File: src/rtl/stopwatch_scan.sv
// Tenths-of-second stopwatch with a 4-digit multiplexed 7-segment driver.
// Optional lap-hold display enabled by defining STOPWATCH_LAP_EN.
module stopwatch_scan #(
  parameter bit          SEG_ACTIVE_LOW = 1'b1,
  parameter bit          AN_ACTIVE_LOW  = 1'b1,
  parameter int unsigned SYNC_STAGES    = 2
) (
  input  logic        gclk,
  input  logic        rst,
  input  logic        clk_1khz,
  input  logic        clk_10hz,
  input  logic        start_stop,
  input  logic        clear,
`ifdef STOPWATCH_LAP_EN
  input  logic        lap,
`endif
  output logic [7:0]  seg,
  output logic [3:0]  an,
  output logic        running,
  output logic [15:0] count_bcd
);

  localparam int unsigned IdxTen  = 0;
  localparam int unsigned IdxScan = 1;
  localparam int unsigned IdxSs   = 2;
  localparam int unsigned IdxClr  = 3;
`ifdef STOPWATCH_LAP_EN
  localparam int unsigned IdxLap  = 4;
  localparam int unsigned NumIn   = 5;
`else
  localparam int unsigned NumIn   = 4;
`endif

  logic [NumIn-1:0]                  in_vec, sync_out, prev_q, tick;
  logic [SYNC_STAGES-1:0][NumIn-1:0] sync_q;

`ifdef STOPWATCH_LAP_EN
  assign in_vec = {lap, clear, start_stop, clk_1khz, clk_10hz};
`else
  assign in_vec = {clear, start_stop, clk_1khz, clk_10hz};
`endif

  assign sync_out = sync_q[SYNC_STAGES-1];
  assign tick     = sync_out & ~prev_q;

  always_ff @(posedge gclk) begin
    if (rst) begin
      sync_q <= '0;
      prev_q <= '0;
    end else begin
      sync_q <= {sync_q[SYNC_STAGES-2:0], in_vec};
      prev_q <= sync_out;
    end
  end

  logic [15:0] count_q, count_d, disp_d;
  logic        running_q, running_d;
  logic [1:0]  idx_q, idx_d;
  logic [7:0]  seg_q, seg_d;
  logic [3:0]  an_q, an_d, nib;

  // BCD increment with carries rippling through all four digits in one cycle.
  always_comb begin
    count_d   = count_q;
    running_d = running_q ^ tick[IdxSs];
    if (tick[IdxClr]) begin
      count_d = '0;
    end else if (tick[IdxTen] && running_q) begin
      if (count_q[3:0] != 4'd9) begin
        count_d[3:0] = count_q[3:0] + 4'd1;
      end else begin
        count_d[3:0] = 4'd0;
        if (count_q[7:4] != 4'd9) begin
          count_d[7:4] = count_q[7:4] + 4'd1;
        end else begin
          count_d[7:4] = 4'd0;
          if (count_q[11:8] != 4'd5) begin
            count_d[11:8] = count_q[11:8] + 4'd1;
          end else begin
            count_d[11:8] = 4'd0;
            count_d[15:12] = (count_q[15:12] != 4'd9) ? count_q[15:12] + 4'd1 : 4'd0;
          end
        end
      end
    end
  end

`ifdef STOPWATCH_LAP_EN
  logic        lap_hold_q, lap_hold_d;
  logic [15:0] lap_q, lap_d;

  always_comb begin
    lap_hold_d = lap_hold_q;
    lap_d      = lap_q;
    if (tick[IdxClr]) begin
      lap_hold_d = 1'b0;
      lap_d      = '0;
    end else if (tick[IdxLap]) begin
      lap_hold_d = ~lap_hold_q;
      if (!lap_hold_q) lap_d = count_q;
    end
  end

  always_ff @(posedge gclk) begin
    if (rst) begin
      lap_hold_q <= 1'b0;
      lap_q      <= '0;
    end else begin
      lap_hold_q <= lap_hold_d;
      lap_q      <= lap_d;
    end
  end

  assign disp_d = lap_hold_d ? lap_d : count_d;
`else
  assign disp_d = count_d;
`endif

  function automatic logic [6:0] dec7(input logic [3:0] d);
    logic [6:0] s;
    case (d)
      4'd0:    s = 7'h3F;
      4'd1:    s = 7'h06;
      4'd2:    s = 7'h5B;
      4'd3:    s = 7'h4F;
      4'd4:    s = 7'h66;
      4'd5:    s = 7'h6D;
      4'd6:    s = 7'h7D;
      4'd7:    s = 7'h07;
      4'd8:    s = 7'h7F;
      4'd9:    s = 7'h6F;
      default: s = 7'h00;
    endcase
    return s;
  endfunction

  // an/seg are built from next-state values so both land on the same edge as the index.
  always_comb begin
    idx_d = tick[IdxScan] ? idx_q + 2'd1 : idx_q;
    unique case (idx_d)
      2'd0:    nib = disp_d[3:0];
      2'd1:    nib = disp_d[7:4];
      2'd2:    nib = disp_d[11:8];
      default: nib = disp_d[15:12];
    endcase
    seg_d = {(idx_d == 2'd1), dec7(nib)} ^ {8{SEG_ACTIVE_LOW}};
    an_d  = (4'b0001 << idx_d) ^ {4{AN_ACTIVE_LOW}};
  end

  always_ff @(posedge gclk) begin
    if (rst) begin
      count_q   <= '0;
      running_q <= 1'b0;
      idx_q     <= 2'd0;
      seg_q     <= {1'b0, 7'h3F} ^ {8{SEG_ACTIVE_LOW}};
      an_q      <= 4'b0001 ^ {4{AN_ACTIVE_LOW}};
    end else begin
      count_q   <= count_d;
      running_q <= running_d;
      idx_q     <= idx_d;
      seg_q     <= seg_d;
      an_q      <= an_d;
    end
  end

  assign seg       = seg_q;
  assign an        = an_q;
  assign running   = running_q;
  assign count_bcd = count_q;

endmodule

File: config.mk
export PLATFORM = sky130hd
export DESIGN_NAME = stopwatch_scan
export DESIGN_NICKNAME = d
export VERILOG_FILES = /design/src/rtl/stopwatch_scan.sv
export SDC_FILE = /design/constraint.sdc
export NUM_CORES = 1
export LEC_CHECK = 0
export CAP_MARGIN = 40
export CORE_MARGIN = 4
export CORE_UTILIZATION = 45
export DETAILED_ROUTE_END_ITERATION = 8
export GPL_TIMING_DRIVEN = 0
export PLACE_DENSITY = 0.79
export SYNTH_ARGS = -nofsm -noshare
export SYNTH_HDL_FRONTEND = slang
export SYNTH_SLANG_ARGS = --single-unit
File: constraint.sdc
create_clock -name gclk -period 7.6 [get_ports gclk]
set_input_delay 0.76 -clock gclk [delete_from_list [all_inputs] [get_ports gclk]]
set_output_delay 0.76 -clock gclk [all_outputs]
set_load 0.005 [all_outputs]
==> run_results.csv <==
group,metric,value,unit
floorplanning,coreArea,4414,µm²
placement,port_buffers,34,
yosys,synth_edf_count,0,
cells_and_area,fill_cells,398,
min_path,hold_path.class,"reg2reg",
clocking,root_buffer,"clkbuf_8",
clocking,cts.repair.resized,0,
clocking,cts_sinks,42,
sta,hold_viol,0,
global_routing,overflow,0,
drt,via_per_inst,5.457,
critical_path,cp.required,7.81,ns
sta,fin_tns_setup,0,ns
yosys,synth_cell_types,55,
yosys,synth_ff_type,"dfxtp_1",
sta,final.min_clock_period,3.092,ns
critical_path,endpoint_kind,"flop",
floorplanning,start_util,46.97,%
power_and_ir_drop,power_leakage,0.9214,nW
critical_path,critical_path_class,"reg2reg",
drt,num_vias,1790,
global_routing,grt_pass1_wl,7362,µm
global_routing,first_global_vias,1641,
yosys,synth_top_area_cell,"dfxtp_1",
power_and_ir_drop,p_int,308.5,µW
critical_path,path_max_fanout,9,
critical_path,cp_top_family,"simple AND/OR/NAND/NOR gates",
power_and_ir_drop,powerDensity,158.7,nW/µm²
floorplanning,die-area,5757,µm²
yosys,synthesis.area,2073,µm²
yosys,synth_seq_area_share,40.56,%
floorplanning,die_x,75.88,µm
sta,max_freq,323.5,MHz
yosys,yosysMostFrequentCell,"dfxtp_1",
yosys,syn-mean-instance-area,8.860,µm²
critical_path,critPathMaxStageDelay,0.46,ns
drt,drcViolationCount,0,
cells_and_area,area_growth,23.90,%
critical_path,worst-endpoint-arrival,3.30,ns
run,cap_viol_max_count,0,
critical_path,start_kind,"flop",
power_and_ir_drop,clkPwrFrac,35.2,%
global_routing,grt_usage,16.68,%
power_and_ir_drop,ir_drop,0.1696,mV
critical_path,critPathSlowestCell,"or4_1",
floorplanning,die_h,75.88,µm
floorplanning,row_count,24,
yosys,synth_nets,248,
clocking,cts_buffers,5,
drt,first_pass_iters,4,
clocking,clk_latency,0.29,ns
yosys,ys_seq_elements,42,
drt,post_drt_wl_per_cell,13.46,µm
yosys,syn_inst,234,
critical_path,critPathBufInv,2,
cells_and_area,diodes,0,
critical_path,path_cells,"buf_6, or3b_1, or4_1, buf_2, mux2i_2, mux2i_1, a211o_1, nand3_2, ha_1, nor2b_1, a211oi_2, a311oi_1",
power_and_ir_drop,sequentialPowerShare,56.0,%
yosys,synth_area_leaders,"dfxtp_1, nor2b_1, ha_1",
power_and_ir_drop,p_comb_share,8.8,%
yosys,ys_warn_count,0,
clocking,cts.path.max_buffers,2,
floorplanning,pin_count,35,
global_routing,antenna_found_initial,0,
sta,rsz0062_at_grt,"no",
cells_and_area,drive_above_1_share,7.971,%
clocking,clk_pin_slew,0.08,ns
sta,relSlewSlack,57.37,%
sta,min_period_over_period,40.68,%
sta,tightest_slew,0.6348,ns
drt,wl,4415,µm
sta,setup_violations,0,
cells_and_area,final_net_count,289,
clocking,post_cts_buffers,0,
power_and_ir_drop,switching_share,24.31,%
clocking,cts_tree,"yes",
placement,place_congestion,0.8157,
yosys,synth_top_cells_by_count,"dfxtp_1, nor2b_1, nor2_1",
cells_and_area,fin_util,58.19,%
sta,final.setup_skew,0.006893,ns
sta,slew_violations,0,
clocking,htree_levels,2,
yosys,synth_top_area_share,40.56,%
global_routing,grt_max_degree,15,
drt,drtIter0Drc,83,
yosys,synthArstFlopShare,0,%
clocking,cts_hold_buf,0,
power_and_ir_drop,switchingPower,99.07,µW
placement,dp.final_hpwl,3249,µm
status,status,"finished, final reports clean",
drt,antenna_left,0,
==> stage by stage <==
stage	setup WS (ns)	area (µm²)	hold slack (ns)	power (mW)	std cells
floorplan	4.812	2073	0.4138	0.2541	234
global placement	4.555	2479	0.4156	0.2681	320
detailed placement	4.559	2479	0.4268	0.2690	320
CTS	4.507	2569	0.4468	0.4117	328
global route	4.288	2569	0.4687	0.4274	328
finish	4.508	2569	0.4409	0.4075	328
==> power groups by stage <==
stage          combinational [mW]  clock [mW]  sequential [mW]
2_1_floorplan              0.0207           0            0.233
3_3_place_gp               0.0350           0            0.233
3_5_place_dp               0.0356           0            0.233
4_1_cts                    0.0361       0.147            0.228
5_1_grt                    0.0399       0.159            0.229
6_report                   0.0358       0.144            0.228
==> kinds of logic after synthesis <==
logic type | count (synthesis) | synth area share [%]
simple gates | 92 | 26.07
compound gates | 54 | 17.87
flops | 42 | 40.56
buf+inv | 27 | 5.552
fa+ha+maj | 8 | 4.828
xor+xnor | 7 | 2.957
mux | 4 | 2.172
==> registers in the layout, summed over array words and instances (netlist names) <==
signal     flops
an             4
count_bcd     16
idx_q          2
prev_q         4
running        1
seg            7
sync_out       4
sync_q         4
==> path summary, 6_finish.rpt <==
path / startpoint / endpoint / slack [ns] / cells past startpoint
worst max-delay path: count_bcd[1] / seg[3] / 4.51 / 12
worst min-delay path: sync_q[3] / sync_out[3] / 0.44 / 1
worst max register to register: count_bcd[1] / seg[3] / 4.51 / 12
worst min register to register: sync_q[3] / sync_out[3] / 0.44 / 1
==> worst reg2reg max path, stage by stage (launching register included) <==
cell and delay, ns:
dfxtp_1 0.32, buf_6 0.13, or3b_1 0.40, or4_1 0.46, buf_2 0.18, mux2i_2 0.29
mux2i_1 0.12, a211o_1 0.35, nand3_2 0.14, ha_1 0.17, nor2b_1 0.16, a211oi_2 0.07
a311oi_1 0.23
==> layout by cell type, fill, tap and decap left out, drive strengths merged, types with 3 or more instances in the layout <==
cell type      instances
o21ai                 10
or3                    5
ha                     8
mux2i                  3
xnor2                  4
nor2                  20
dfxtp                 42
nor2b                 23
nor4                   4
nor3                   8
buf                    4
nand2                  8
inv                   11
nand3                  6
clkdlybuf4s50         34
xor2                   3
clkbuf                17
a211oi                 6
a21oi                 19
nand3b                 3
==> routing by layer <==
metal	part of all wire [%]	wire length [µm]	global-route usage, %
met1	45	2008	20.95
met2	47	2082	27.38
met5	0	0	0
met3	5.2	229	5.013
met4	2.2	95	5.243
==> area by class of cell <==
class                   count  area (µm²)  share of cell area [%]
clock buffers               5       68.82                   2.679
plain buffers              16       73.82                   2.874
flip-flops and latches     42       840.8                   32.73
clock inverters             3       21.27                  0.8281
well taps                  52       65.06                   2.533
inverters                  11       41.29                   1.607
repair buffers             34       340.3                   13.25
multi-input cells         165        1117                   43.50
Power figures use the tool's default switching activity.
==> patch 1: new RTL, config.mk and constraints unchanged <==
Build with the macro `STOPWATCH_LAP_EN` defined.
--- a/src/rtl/stopwatch_scan.sv
+++ b/src/rtl/stopwatch_scan.sv
@@ -1,4 +1,6 @@
 // Tenths-of-second stopwatch with a 4-digit multiplexed 7-segment driver.
 // Optional lap-hold display enabled by defining STOPWATCH_LAP_EN.
+`define STOPWATCH_LAP_EN
+
 module stopwatch_scan #(
   parameter bit          SEG_ACTIVE_LOW = 1'b1,
Ports: changed (added lap); port bits go from 35 to 36. No check against the original RTL was run, so the function may have changed too.
==> patch 1 against the original RTL <==
- setup slack lost 470 ps
- die area grew 55%
- clock skew shrank 2.1 ps
- routed wire length grew 120%
- design area grew 56%
- power grew 64%
- final cell count grew 73%
- sequential cell count grew 20
- synthesized area grew 62%
- critical endpoint is now seg[2]
- highest routed layer unchanged
==> patch 1: results (changes against the original RTL) <==
number of synthesized flops with an enable pin - 0 (unchanged)
PortBufs - 35 (+2.9%)
slew at the pin with the worst max-slew slack - 888 ps (+254 ps)
CTS Buf Count - 9 (+4)
count of cell types in the netlist - 61 (+11%)
fraction of layout cells with a size suffix above 1 - 6.85% (-1.1 points)
CP max FO - 8 (-1)
clk buf depth - 2 (unchanged)
fin cells - 566 (+73%)
Synth area leaders - dfxtp_1 37%, a21oi_1 6.7%, nand2_1 6.5%
Pleak - 1.37 nW (+49%)
DP Cell Count - 550 (+72%)
Clock Latency Late Sink - 350 ps (+60 ps)
initial antenna violation count - 0 (unchanged)
vias in the first global route - 3181 (+94%)
grt ovf - 0 (unchanged)
sequential area share after synthesis - 36.9% (-3.6 points)
global-route wire length before repair - 16000 um (+120%)
Via-to-Cell Ratio - 5.88 (+7.7%)
nets@finish - 482 (+67%)
GRT Overall Usage - 23.2% (+6.6 points)
CP arrival - 3840 ps (+540 ps)
worst hold path class - flop to flop
post-route clock skew - 4.77 ps (-2.12 ps)
slowest stage delay, CP - 780 ps (+320 ps)
Detailed Routing Iterations Pass 1 - 5 (+1)
iteration-0 DRC count of the detailed router - 228 (+170%)
setup repair bufs after CTS - 0 (unchanged)
Post-CTS Resized - 0 (unchanged)
Synth Warn # - 0 (unchanged)
DR WL/cell - 17.4 um (+29%)
Clock Root Buffer - clkbuf_8
H-tree levels - 3 (+1)
Worst VDD drop - 178 uV (+4.7%)
largest net degree at the start of global routing - 14 (-1)
gp weighted congestion - 0.931 (+14%)
Reg clk slew, reported paths - 80 ps (about the same)
Slowest cell on crit path - nor3_1
asr flop ratio synth - 0% (unchanged)
Avg Cell Area, Syn - 8.08 um2 (-8.9%)
dpl hpwl - 7070 um (+120%)
worst path required time - 7880 ps (+70 ps)
Post-Syn Nets - 436 (+76%)
Antenna Diode Count - 0 (unchanged)
top cell types by occurrence after synthesis - 62 x dfxtp_1, 58 x nand2_1, 45 x a21oi_1, 31 x nor2_1, 20 x nor2b_1
outcome - finished, final reports clean
## patch 1: changes by cell type after synthesis, sizes merged, moves of 5 or more
cell    before  now
dfxtp       42   62
nand2        8   58
ha           8   13
buf          4   10
nand3        6   11
a31oi        1    8
nor2        20   31
clkbuf      12   19
o211ai       0    5
mux2i        3    8
nor3         8   15
a21oi       19   45
## patch 1: cell type report
cell class                 instances  area (um2)
clock buffer                       9         124
fill                             690        3240
tap                               99         124
inverter                          13        48.8
clock inverter                     7        55.1
multi-input combinational        312        1930
buffer                            29         141
sequential                        62        1240
timing repair buffer              35         350
## patch 1: per-layer routing
layer / vias to the layer above / wire (um) / global-route usage (%) / part of all wire (%)
li1: 1593 / - / - / -
met1: 1579 / 4440 / 31.2 / 45
met2: 134 / 4500 / 36.1 / 46
met3: 21 / 641 / 5.10 / 6.5
met4: 0 / 236 / 9.87 / 2.4
met5: - / 0 / 0 / 0
## patch 1: worst max-delay path, delay by kind of cell, from the launching register on
| family | cells | cell delay, ps |
|---|---|---|
| simple gates | 3 | 1590 |
| compound gates | 5 | 850 |
| fa+ha+maj | 2 | 520 |
| flops | 1 | 470 |
| buf+inv | 1 | 50 |
## patch 1: path summary, 6_finish.rpt
| path | start | end | slack, ps | cells after the start |
|---|---|---|---|---|
| worst max-delay path | count_bcd[0] | seg[2] | 4040 | 11 |
| worst min-delay path | sync_q[3] | sync_out[3] | 440 | 1 |
| worst max register to register | count_bcd[0] | seg[2] | 4040 | 11 |
| worst min register to register | sync_q[3] | sync_out[3] | 440 | 1 |
## patch 1: logic make-up after synthesis
group	after synthesis	share of synthesized area (%)
multiplexers	10	3.05
flip-flops	62	36.9
AND/OR/NAND/NOR	179	27.2
AO/OA/AOI/OAI	101	19.9
XOR/XNOR	7	1.82
adder cells (fa/ha/maj)	15	5.44
buffers and inverters	42	5.66
## patch 1: power by group
| group | switching [mW] | internal [mW] |
|---|---|---|
| combinational | 0.0382 | 0.0244 |
| clock | 0.149 | 0.122 |
| sequential | 0.00321 | 0.331 |
| total | 0.191 | 0.478 |
## patch 1: through the flow
stage | worst slack (ps) | hold slack (ps) | instance area (um2)
after floorplan | 4800 | 414 | 3360
after global placement | 4140 | 415 | 3830
after detailed placement | 4120 | 422 | 3830
after CTS | 4060 | 439 | 4010
after global routing | 3740 | 473 | 4010
final | 4040 | 442 | 4010
==> patch 2: new RTL, config.mk and constraints unchanged <==
Without the edit above. Put one more register stage on the output `an`, with the module's reset. The value now appears one clock later. The other outputs are not delayed to match.
--- a/src/rtl/stopwatch_scan.sv
+++ b/src/rtl/stopwatch_scan.sv
@@ -165,5 +165,11 @@
 
   assign seg       = seg_q;
-  assign an        = an_q;
+  always_ff @(posedge gclk) begin
+    if (rst) begin
+      an <= '0;
+    end else begin
+      an <= an_q;
+    end
+  end
   assign running   = running_q;
   assign count_bcd = count_q;
Function: changed (a bounded check fails within 4 cycles, from zero or initial values and one cycle with rst high).
==> patch 2 against the original RTL <==
- clock skew is 3.2 ps lower
- setup slack better by 94 ps
- routed wire length is 2.3% higher
- count of clock-buffer cells in the layout is 1 higher
- power is 14% higher
- first-iteration DRC count is 20% lower
- design area is 6.6% higher
- synthesized area is 6.3% higher
- sequential cell count is 4 higher
- non-clock buffer count is 8 lower
- critical path type unchanged
- largest cell class unchanged
- largest power group unchanged
- highest routed layer unchanged
==> patch 2: results (changes against the original RTL) <==
Post-Syn Nets - 248 (unchanged)
DR WL met3 - 257 um (+12%)
CP arrival - 3230 ps (-70 ps)
global-route wire length before repair - 7970 um (+8.2%)
cell internal pwr - 0.363 mW (+18%)
gp weighted congestion - 0.810 (-0.65%)
R2R Setup Slk - 4600 ps (+90 ps)
nets@finish - 289 (unchanged)
worst r2r src - count_bcd[0]
DR WL met2 - 2100 um (+0.96%)
outcome - finished, final reports clean
cell area after placement - 2630 um2 (+6.0%)
sequential area share after synthesis - 41.8% (+1.2 points)
M2 GR Usage - 25.6% (-1.8 points)
Worst Reg-to-Reg Cells - 9 (-3)
iteration-0 DRC count of the detailed router - 66 (-20%)
fillers - 427 (+7.3%)
met3 GRT Util - 4.41% (-0.60 points)
M1 WL - 2100 um (+4.3%)
Area growth syn-to-layout - 24.2%
CP max FO - 6 (-3)
Antenna Diode Count - 0 (unchanged)
Via Count - 1843 (+3.0%)
crit-path leading delay family - compound AO/OA/AOI/OAI gates
xor/xnor cell area share of the yosys netlist - 3.98% (+1.0 points)
Most Crowded Layer GR - met2
worst reg2reg endpoint - seg[5]
Slowest cell on crit path - dfxtp_1
worst hold slack - 443 ps (+1.66 ps)
GRT Overall Usage - 16.1% (-0.55 points)
post-synthesis mux area share - 2.73% (+0.55 points)
top cell types by occurrence after synthesis - 46 x dfxtp_1, 31 x nor2_1, 22 x nor2b_1, 12 x a21oi_1, 9 x nand2_1
fraction of layout cells with a size suffix above 1 - 9.78% (+1.8 points)
Synth area leaders - dfxtp_1 42%, nor2b_1 6.2%, nor2_1 5.3%
DR WL/cell - 13.2 um (-2.2%)
Place WS - 4650 ps (+92.3 ps)
dpl hpwl - 3360 um (+3.4%)
post-route clock skew - 3.72 ps (-3.17 ps)
Pleak - 0.984 nW (+6.8%)
Worst VDD drop - 98.7 uV (-42%)
post-synthesis compound-gate area fraction - 13.6% (-4.3 points)
Flop+latch power - 0.251 mW (+10%)
total power - 0.463 mW (+14%)
slowest stage delay, CP - 500 ps (+40 ps)
Avg Cell Area, Syn - 9.42 um2 (+6.3%)
slew at the pin with the worst max-slew slack - 574 ps (-61.3 ps)
fin cells - 343 (+4.6%)
adder-cell share of the synthesized area - 4.54% (-0.29 points)
==> patch 2: changes by cell type after synthesis, sizes merged, moves of 4 or more <==
cell | unedited run | this run
a211oi | 6 | 0
a21oi | 19 | 13
clkbuf | 12 | 4
dfxtp | 42 | 46
nor2 | 20 | 31
xnor2 | 4 | 8
==> patch 2: worst max-delay path by stage <==
stage                 startpoint      to  slack (ps)  cells past startpoint
CTS                 count_bcd[0]  seg[5]        4610                      9
floorplan           count_bcd[0]  seg[5]        5070                      9
global placement    count_bcd[0]  seg[5]        4700                      9
detailed placement  count_bcd[0]  seg[5]        4650                      9
global route        count_bcd[0]  seg[5]        4320                      9
finish              count_bcd[0]  seg[5]        4600                      9
==> patch 2: cell type report <==
cell class	count	share of cell area, %
buffer	8	1.83
sequential	46	33.6
multi-input combinational	172	43.9
clock buffer	6	2.65
timing repair buffer	34	12.4
clock inverter	2	1.37
inverter	8	1.10
tap	67	3.06
